## config.mk

```make
export PLATFORM = sky130hd
export DESIGN_NAME = layer_stream_tx
export DESIGN_NICKNAME = d
export VERILOG_FILES = /design/src/rtl/layer_stream_tx.sv
export SDC_FILE = /design/constraint.sdc
export NUM_CORES = 1
export LEC_CHECK = 0
export BUFFER_PORTS_ARGS = -buffer_cell sky130_fd_sc_hd__buf_2
export CORE_MARGIN = 1.5
export CORE_UTILIZATION = 49
export DETAILED_ROUTE_END_ITERATION = 8
export GPL_TIMING_DRIVEN = 0
export PLACE_DENSITY = 0.75
export SLEW_MARGIN = 20
export SYNTH_ARGS = -nofsm -noshare
export SYNTH_HDL_FRONTEND = slang
export SYNTH_SLANG_ARGS = --single-unit
```

## constraint.sdc

```tcl
create_clock -name clk -period 7.12 [get_ports clk]
set_input_delay 0.712 -clock clk [delete_from_list [all_inputs] [get_ports clk]]
set_output_delay 0.712 -clock clk [all_outputs]
set_load 0.01 [all_outputs]
```

## src/rtl/layer_stream_tx.sv

```systemverilog
// Transmit end of a neuron input stream: captures an M-word vector, resets the
// downstream neurons for one cycle, streams the words in order, then waits for the MAC pipeline to drain.
module layer_stream_tx #(
    parameter int M         = 10,
    parameter int DW        = 32,
    parameter int DRAIN_CYC = 4
) (
    input  logic            clk,
    input  logic            rst,
    input  logic            in_valid,
    input  logic [M*DW-1:0] in_data,
    output logic            in_ready,
    output logic [DW-1:0]   x_out,
    output logic            nrst_out,
    output logic            busy,
    output logic            done_out
);

    localparam int IW  = (M > 1) ? $clog2(M) : 1;
    localparam int DCW = (DRAIN_CYC > 1) ? $clog2(DRAIN_CYC) : 1;
    localparam logic [IW-1:0]  IDX_LAST  = IW'(M - 1);
    // DRAIN is left on the edge that completes DRAIN_CYC edges after the last word.
    localparam logic [DCW-1:0] DCNT_LAST = DCW'((DRAIN_CYC > 1) ? DRAIN_CYC - 2 : 0);

    typedef enum logic [2:0] {
        IDLE,
        PRIME,
        STREAM,
        DRAIN,
        DONE
    } state_t;

    state_t         state_q;
    logic [DW-1:0]  buf_q [M];
    logic [IW-1:0]  idx_q;
    logic [IW-1:0]  idx_nxt;
    logic [DCW-1:0] dcnt_q;
    logic [DW-1:0]  x_q;
    logic           nrst_q;
    logic           done_q;
    logic           load;

    assign in_ready = (state_q == IDLE) || (state_q == DONE);
    assign busy     = (state_q == PRIME) || (state_q == STREAM) || (state_q == DRAIN);
    assign load     = in_valid && in_ready;
    assign idx_nxt  = idx_q + IW'(1);

    assign x_out    = x_q;
    assign nrst_out = nrst_q;
    assign done_out = done_q;

    // NOTE: the buffer is pure datapath and is always written before it is read, so it has no reset.
    always_ff @(posedge clk) begin
        if (load) begin
            for (int k = 0; k < M; k++) begin
                buf_q[k] <= in_data[DW*k +: DW];
            end
        end
    end

    // NOTE: every register here uses <= so all of them see the pre-edge state in the same cycle.
    always_ff @(posedge clk) begin
        if (rst) begin
            state_q <= IDLE;
            x_q     <= '0;
            nrst_q  <= 1'b1;
            done_q  <= 1'b0;
            idx_q   <= '0;
            dcnt_q  <= '0;
        end else begin
            case (state_q)
                IDLE, DONE: begin
                    if (in_valid) begin
                        state_q <= PRIME;
                        nrst_q  <= 1'b1;
                        x_q     <= '0;
                        done_q  <= 1'b0;
                    end
                end
                PRIME: begin
                    state_q <= STREAM;
                    idx_q   <= '0;
                    nrst_q  <= 1'b0;
                    x_q     <= buf_q[0];
                end
                STREAM: begin
                    if (idx_q != IDX_LAST) begin
                        idx_q <= idx_nxt;
                        x_q   <= buf_q[idx_nxt];
                    end else begin
                        x_q    <= '0;
                        dcnt_q <= '0;
                        if (DRAIN_CYC == 1) begin
                            state_q <= DONE;
                            done_q  <= 1'b1;
                        end else begin
                            state_q <= DRAIN;
                        end
                    end
                end
                DRAIN: begin
                    if (dcnt_q == DCNT_LAST) begin
                        state_q <= DONE;
                        done_q  <= 1'b1;
                    end else begin
                        dcnt_q <= dcnt_q + DCW'(1);
                    end
                end
                default: state_q <= IDLE;
            endcase
        end
    end

endmodule

```

==> metrics.cfg <==
[outcome]
status = finished clean

[cts]
path_clk_slew_ns = 0.06
clock_latency_ns = 0.52
numCtsBuffers = 39
cts_resized = 0
clockBufferDepth = 3
root_buffer = clkbuf_16
ctsHtreeMaxLevel = 2
cts_setup_buffers = 0
cts_tree = built
cts_hold_buf = 0
cts.sinks = 363

[global_route]
grt_pass1_vias = 9080
grt_max_degree = 111
gr-total-overflow = 0
grt_pass1_wl_um = 52700
antenna_found_initial = 18
grtUsageTotal = 0.246

[synth]
synth_seq_area_share = 0.753
synthDistinctLibCells = 38
syn_area_mm2 = 0.0139
syn_inst = 742
ys_warn_count = 0
synth_seq_cells = 363
avgSynthCellArea_um2 = 18.8
syn_nets = 1068

[sta]
finalMaxSlewViolations = 0
setup_tns_ns = 0
timing.fmax_mhz = 373
worst_pin_slew_ns = 0.968
skew_ns = 0.0222
hold_viol = 0
setup_viol = 0
relSlewSlack = 0.355
rsz0062_at_grt = no
finalCritPeriodShare = 0.377
setup_ws_ns = 4.44
period_minus_slack_ns = 2.68

[die]
die_w_um = 172
pin_count = 359
dieArea_mm2 = 0.0294
core_mm2 = 0.0279
start_util = 0.499
std_cell_rows = 61
fp.dieH_um = 172

[detailed_routing]
first_pass_iters = 5
routed_wl_um = 36400
routedWlPerCell_um = 23.2
vias = 8795
remaining_drc_errors = 0
final_antenna_net_count = 0
drtIter0Drc = 829
via_per_inst = 5.61

[critical_path]
crit_path_start = state_q[1]
cp-end-kind = flop
cp-start-kind = flop
critPathBufInv = 4
worstPathCellList = nor2_2, and2_1, buf_8, buf_16, buf_16, nor2_4, buf_4, a22oi_1, o22ai_1
rr_startpoint = state_q[1]
critPathArrivalTime_ns = 3.04
critical_path_peak_fanout = 103
crit_type = flop to flop
crit_required_ns = 7.48
critical_path.slowest_cell = buf_16
max_stage_delay_ns = 0.39
crit_top_cell = buf_16
path_delay_family = buffers and inverters

[cells_and_area]
drive_above_1_share = 0.450
nets = 1469
fill_cells = 2043
area_delta_synth_final_pct = 26.1
final-instance-count-excl-fill = 1567

[pwr]
p_per_area_mw_per_mm2 = 297
fin_total_pwr_w = 0.00522
switchingPower_w = 0.00120
combPwrFrac = 0.119
leakagePower_nw = 6.57
pwr-share-clk = 0.378
p_int_w = 0.00402
seqPwrFrac = 0.503
max-vdd-ir-drop_mv = 0.208
switching_share = 0.229

[worst_hold_path]
hold_path.class = input pin to flop
hp-start = in_data[95]

[place]
place.detailed.hpwl_um = 25300
place_ws_ns = 4.17
port_buffers = 357
dp_cells = 1480
place.gp.congestion = 0.779

[job]
max_cap_viol_count = 0

[layout make-up]
type,count,area [µm²],area share
repair buffers,360,1870,0.107
well taps,378,473,0.0270
inverters,2,7.51,0.000428
plain buffers,53,315,0.0180
multi-input cells,324,3120,0.178
clock inverters,17,184,0.0105
flip-flops and latches,363,10500,0.597
clock buffers,53,1060,0.0603
diodes,17,42.5,0.00242
[per-layer routing]
metal / vias up / global-route usage / wire length (µm)
met5: - / 0 / 24
met4: 4 / 0.109 / 1220
met3: 78 / 0.0564 / 2930
met2: 437 / 0.419 / 18600
met1: 4357 / 0.301 / 13600
li1: 3919 / - / -
[stage by stage]
| step | util | cell area (µm²) | hold slack [ns] |
|---|---|---|---|
| 3_5_place_dp | 0.584 | 16300 | 0.469 |
| 3_3_place_gp | 0.581 | 16200 | 0.443 |
| 5_1_grt | 0.629 | 17500 | 0.347 |
| 4_1_cts | 0.628 | 17500 | 0.350 |
| 2_1_floorplan | - | 13900 | 0.471 |
| 6_report | 0.630 | 17500 | 0.364 |
[flip-flops by register name, summed over array words and instances (netlist names)]
| signal | cells |
|---|---|
| nrst_out | 1 |
| idx_q | 4 |
| x_out | 32 |
| dcnt_q | 2 |
| buf_q | 320 |
| state_q | 3 |
| done_out | 1 |
[synthesized netlist by cell type]
| library cell | number | area (µm²) |
|---|---|---|
| nand3_1 | 3 | 15.0 |
| clkbuf_1 | 12 | 45.0 |
| nor3_4 | 1 | 16.3 |
| buf_4 | 13 | 97.6 |
| o31ai_1 | 1 | 7.51 |
| nor3_1 | 4 | 20.0 |
| dfxtp_1 | 43 | 861 |
| inv_1 | 2 | 7.51 |
| buf_1 | 2 | 7.51 |
| o21ai_0 | 3 | 15.0 |
| a22oi_1 | 33 | 248 |
| and3b_1 | 1 | 8.76 |
| buf_6 | 5 | 56.3 |
| nor2_2 | 2 | 12.5 |
| nor3b_1 | 1 | 7.51 |
| mux2_2 | 1 | 11.3 |
| nand4_1 | 1 | 6.26 |
| mux4_2 | 64 | 1440 |
| o22ai_1 | 96 | 601 |
| o32a_2 | 1 | 11.3 |
| nand2b_1 | 3 | 18.8 |
| nor2_4 | 3 | 33.8 |
| nor2_1 | 40 | 150 |
| a31oi_1 | 1 | 6.26 |
| or2_2 | 1 | 6.26 |
| nor2b_1 | 3 | 18.8 |
| a211o_1 | 33 | 289 |
| buf_2 | 21 | 105 |
| ha_1 | 3 | 37.5 |
| nand3b_1 | 1 | 7.51 |
| nand2_4 | 1 | 11.3 |
| edfxtp_1 | 320 | 9610 |
| nand2b_2 | 1 | 8.76 |
| nand4b_1 | 1 | 8.76 |
| and2_1 | 2 | 12.5 |
| a21oi_1 | 8 | 40.0 |
| mux2i_1 | 2 | 20.0 |
| nand2_1 | 9 | 33.8 |
[cell families after synthesis]
kind of cell	Yosys count	synth area share
AOI/OAI and AO/OA	176	0.0875
muxes	67	0.106
buffers and inverters	55	0.0229
and+or+nand+nor	78	0.0285
adders and majority gates	3	0.00270
DFF	363	0.753
[power by group through the flow]
stage	logic [W]	clock network (W)	registers, W
CTS	0.000624	0.00201	0.00263
detailed placement	0.000622	0	0.00267
global placement	0.000592	0	0.00267
finish	0.000621	0.00197	0.00262
floorplan	0.000362	0	0.00266
global route	0.000669	0.00209	0.00264
[cells in the final DEF, fill, tap and decap left out, types with 5 or more instances in the layout]
| master | count |
|---|---|
| buf_4 | 13 |
| buf_2 | 378 |
| a211o_1 | 33 |
| clkinv_2 | 5 |
| nand2_1 | 9 |
| o22ai_1 | 96 |
| a22oi_1 | 33 |
| clkinv_1 | 6 |
| clkbuf_16 | 39 |
| diode_2 | 17 |
| edfxtp_1 | 320 |
| clkbuf_1 | 23 |
| nor2_1 | 40 |
| dfxtp_1 | 43 |
| mux4_2 | 64 |
| a21oi_1 | 8 |
[path summary, 6_finish.rpt]
path	slack (ns)	cells after the start	to
setup / recovery	4.44	9	x_out[17]
setup reg to reg	4.44	9	x_out[17]
hold reg to reg	0.49	1	nrst_out
hold / removal	0.36	1	buf_q[2][31]
No activity file was read; power rests on OpenSTA's default activity.
